[src/rtl/hack_ctrl_seq.sv]
// Hack CPU control sequencer: accepts one instruction at a time through a
// valid/ready handshake and steps it through EXEC/WB (C-instruction) or
// AWB (A-instruction). It drives the ALU control bits, the destination
// strobes, the jump request and a count of retired instructions.
module hack_ctrl_seq (
  input  logic        clk,
  input  logic        reset,
  input  logic [15:0] instr,
  input  logic        instr_valid,
  output logic        instr_ready,
  input  logic        zr,
  input  logic        ng,
  output logic        zx,
  output logic        nx,
  output logic        zy,
  output logic        ny,
  output logic        f,
  output logic        no,
  output logic        a_sel,
  output logic        write_a,
  output logic        write_d,
  output logic        write_m,
  output logic        load_a,
  output logic [15:0] a_imm,
  output logic        jump,
  output logic        illegal,
  output logic [15:0] retired
);

  typedef enum logic [1:0] {IDLE, EXEC, WB, AWB} state_t;

  state_t      state_q, state_d;
  logic [15:0] instr_q, instr_d;
  logic        zr_q, zr_d;
  logic        ng_q, ng_d;
  logic [15:0] retired_q, retired_d;

  logic        legal;
  logic        jump_raw;

  // State, latched instruction, EXEC-time flags and retire counter.
  always_ff @(posedge clk or posedge reset) begin
    if (reset) begin
      state_q   <= IDLE;
      instr_q   <= '0;
      zr_q      <= 1'b0;
      ng_q      <= 1'b0;
      retired_q <= '0;
    end else begin
      state_q   <= state_d;
      instr_q   <= instr_d;
      zr_q      <= zr_d;
      ng_q      <= ng_d;
      retired_q <= retired_d;
    end
  end

  // Next-state: accept only in IDLE, retire on the final cycle of each instruction.
  always_comb begin
    state_d   = state_q;
    instr_d   = instr_q;
    zr_d      = zr_q;
    ng_d      = ng_q;
    retired_d = retired_q;
    case (state_q)
      IDLE: begin
        if (instr_valid) begin
          instr_d = instr;
          state_d = instr[15] ? EXEC : AWB;
        end
      end
      EXEC: begin
        // Flags are captured here so WB sees the result of this instruction's ALU op.
        zr_d    = zr;
        ng_d    = ng;
        state_d = WB;
      end
      WB: begin
        retired_d = retired_q + 16'd1;
        state_d   = IDLE;
      end
      AWB: begin
        retired_d = retired_q + 16'd1;
        state_d   = IDLE;
      end
      default: state_d = IDLE;
    endcase
  end

  // A C-instruction must carry 111 in its top three bits; jump uses the captured flags.
  assign legal    = instr_q[15] & (instr_q[14:13] == 2'b11);
  assign jump_raw = (instr_q[2] & ng_q) | (instr_q[1] & zr_q) | (instr_q[0] & ~ng_q & ~zr_q);
  assign retired  = retired_q;

  // Output decode: everything is quiet except in the state that owns it.
  always_comb begin
    instr_ready = (state_q == IDLE);
    {zx, nx, zy, ny, f, no} = 6'b0;
    a_sel   = 1'b0;
    write_a = 1'b0;
    write_d = 1'b0;
    write_m = 1'b0;
    load_a  = 1'b0;
    a_imm   = '0;
    jump    = 1'b0;
    illegal = 1'b0;
    case (state_q)
      AWB: begin
        load_a = 1'b1;
        a_imm  = {1'b0, instr_q[14:0]};
      end
      EXEC: begin
        {zx, nx, zy, ny, f, no} = instr_q[11:6];
        a_sel = instr_q[12];
      end
      WB: begin
        {zx, nx, zy, ny, f, no} = instr_q[11:6];
        a_sel = instr_q[12];
        if (legal) begin
          write_a = instr_q[5];
          write_d = instr_q[4];
          write_m = instr_q[3];
          jump    = jump_raw;
        end else begin
          illegal = 1'b1;
        end
      end
      default: ;
    endcase
  end

endmodule
[config.mk]
export PLATFORM = sky130hd
export DESIGN_NAME = hack_ctrl_seq
export DESIGN_NICKNAME = d
export VERILOG_FILES = /design/src/rtl/hack_ctrl_seq.sv
export SDC_FILE = /design/constraint.sdc
export NUM_CORES = 1
export LEC_CHECK = 0
export BUFFER_PORTS_ARGS = -buffer_cell sky130_fd_sc_hd__buf_2
export CAP_MARGIN = 20
export CORE_ASPECT_RATIO = 1.25
export CORE_MARGIN = 1.5
export CORE_UTILIZATION = 30
export DETAILED_ROUTE_END_ITERATION = 8
export HOLD_SLACK_MARGIN = 0.03
export SLEW_MARGIN = 20
export SYNTH_ARGS = -nofsm -noshare
export SYNTH_HDL_FRONTEND = slang
export SYNTH_SLANG_ARGS = --single-unit
export TNS_END_PERCENT = 30
[constraint.sdc]
create_clock -name clk -period 2.95 [get_ports clk]
set_input_delay 0 -clock clk [delete_from_list [all_inputs] [get_ports clk]]
set_output_delay 0 -clock clk [all_outputs]
set_load 0.01 [all_outputs]
==> qor.yml <==
drt-initial-drc-count: 44
crit_required_ns: 3.12
cap_violations: 0
syn_nets: 168
root_buffer: "clkbuf_8"
clk_latency_ns: 0.28
yosys.area.top_type: "dfrtp_1"
io_pins: 67
cp.arrival_ns: 2.10
synth_top_area_share: 0.5154
multi_input_area_um2: 808.3
syn_to_final_growth_pct: 41.37
period_share: 0.6543
layout-drive-gt1-share: 0.4506
via_per_inst: 4.475
crit_fanout: 19
powerDensity_nw_per_um2: 886.3
finalClockSkew_ns: 0.002161
cts_tree: "done"
final_max_slew_viol_count: 0
antenna_found_initial: 0
fillers: 532
port_buffers: 65
setup_violations: 0
n_antenna_cell: 0
hold_viol_final: 0
dr.pass1.iters: 4
rsz0062_at_grt: "false"
drtAntennaViolNets: 0
cp-start-kind: "flip-flop"
netlist_instances: 142
wirelength_mm: 3.690
cts_resized: 0
synth.distinct_cells: 29
r2r.worst_path.cells: 5
layout.nets: 258
worstReg2RegStart: "state_q[0]$_DFFE_PP0P_"
path_class: "flip-flop to flip-flop"
cp-end-kind: "flip-flop"
rows: 30
clk_pin_slew_ns: 0.07
grtUsageTotal: 0.1203
clkSinkCount: 36
ys_top_cells_by_area: "dfrtp_1 (52%), mux2_2 (13%), and2_1 (7.5%)"
grt_max_degree: 37
ir_worst_vdd_v: 0.0003526
top_usage_layer: "met2"
dpl.hpwl_mm: 2.705
fin_crit_ns: 1.930
grt_use_met3: 0.04214
overflow: 0
initial_core_util: 0.3168
ys_seq_area_frac: 0.5154
routed-via-count: 1329
grt_pass1_wl_mm: 5.906
dpl-instance-area_um2: 2145
status: "finished clean"
leakage_nw: 1.259
grt_pass1_vias: 1289
syn_avg_cell_area_um2: 12.31
design_area_um2: 2471
drc: 0
die_w_um: 71.27
htreeDepth: 2
dieArea_um2: 6296
yosys_warnings: 0
crit_start: "state_q[0]$_DFFE_PP0P_"
clock_path_buffers: 2
wl_per_cell_um: 12.42
synthesis.area_um2: 1748
fin_setup_tns_ns: 0
final_common_cell: "buf_2"
power_mw: 2.190
die_h_um: 88.34
relSlewSlack: 0.5331
grt_util_met2: 0.2054
place.gp.congestion: 0.7203
ys_seq_elements: 36
coreArea_um2: 5518
worst_pin_slew_ns: 0.6986
gr-usage-met1: 0.1434
worstHoldPathType: "input port to asynchronous set/reset pin"
final_cell_mix: "buf_2 (65), dfrtp_1 (36), and2_1 (21)"
seq_area_um2: 900.9
numCtsBuffers: 5
max_freq_ghz: 0.5180
## synthesized netlist by cell type, drive strengths merged
master and instances:
nor3 2, xnor2 13, mux2 20, nor4 1
o21a 1, o2111ai 1, nand4 3, conb 1
a221oi 1, a21oi 1, nand3 4, nor3b 1
xor2 2, and4 1, and2 26, and3 1
clkbuf 1, ha 5, buf 2, nand2 6
inv 6, o21ai 1, dfrtp 36, nor2 6
## final timing paths
path,endpoint,slack [ns]
setup / recovery,retired[14]$_DFFE_PP0P_,1.02
hold / removal,retired[0]$_DFFE_PP0P_,0.35
setup reg to reg,retired[14]$_DFFE_PP0P_,1.02
hold reg to reg,retired[15]$_DFFE_PP0P_,0.47
max in group asynchronous,retired[4]$_DFFE_PP0P_,2.27
min in group clk,retired[15]$_DFFE_PP0P_,0.47
## registers in the layout, indices dropped and copies added (netlist names)
register,count
instr_q,16
zr_q,1
retired,16
state_q,2
ng_q,1
## layer usage
| layer | share of wire | up-vias |
|---|---|---|
| met5 | 0 | - |
| li1 | - | 648 |
| met2 | 0.46 | 56 |
| met3 | 0.085 | 5 |
| met4 | 0.011 | 0 |
| met1 | 0.44 | 620 |
## where the power goes
part / internal, mW / switching [mW] / leakage [nW]
registers: 0.680 / 0.158 / 0.449
clock network: 0.298 / 0.166 / 0.0645
logic: 0.463 / 0.425 / 0.746
total: 1.44 / 0.750 / 1.26
## layout make-up
class,count,share of cell area
Multi-Input combinational cell,97,0.3271
Clock buffer,7,0.03899
Inverter,6,0.009114
Tap cell,64,0.03241
Sequential cell,36,0.3646
Timing Repair Buffer,86,0.2157
Clock inverter,1,0.01215
## kinds of logic (layout without fill, tap and decap cells)
kind of cell             after synthesis  count (layout)  synth area share
other                                  1               1          0.002145
AO/OA/AOI/OAI                          5               5           0.03222
adder cells (fa/ha/maj)                5               5           0.03579
buffers and inverters                  9             100           0.02219
XOR/XNOR                              15              15           0.07516
flip-flops                            36              36            0.5154
multiplexers                          20              20            0.1288
AND/OR/NAND/NOR                       51              51            0.1883
## critical path, stage by stage, from the launching register on
cell and delay, ns:
dfrtp_1 0.40, ha_1 0.60, o21ai_2 0.20, nor4_4 0.36, nand2_1 0.12, xnor2_1 0.14
## timing repair
| action | in CTS | in global routing |
|---|---|---|
| hold endpoints to repair | 55 | 0 |
| buffers inserted | 0 | 0 |
| hold buffers | 20 | 0 |
## stage by stage
step	utilization	worst slack, ns	std cells	hold WS (ns)
after floorplan	-	1.342	142	0.1170
after global placement	0.3887	1.086	269	0.1381
after global routing	0.4478	0.8633	297	0.4087
final	0.4478	1.020	297	0.3511
after CTS	0.4478	0.9897	297	0.3747
after detailed placement	0.3887	0.9839	269	0.1389
Power figures use the tool's default switching activity.
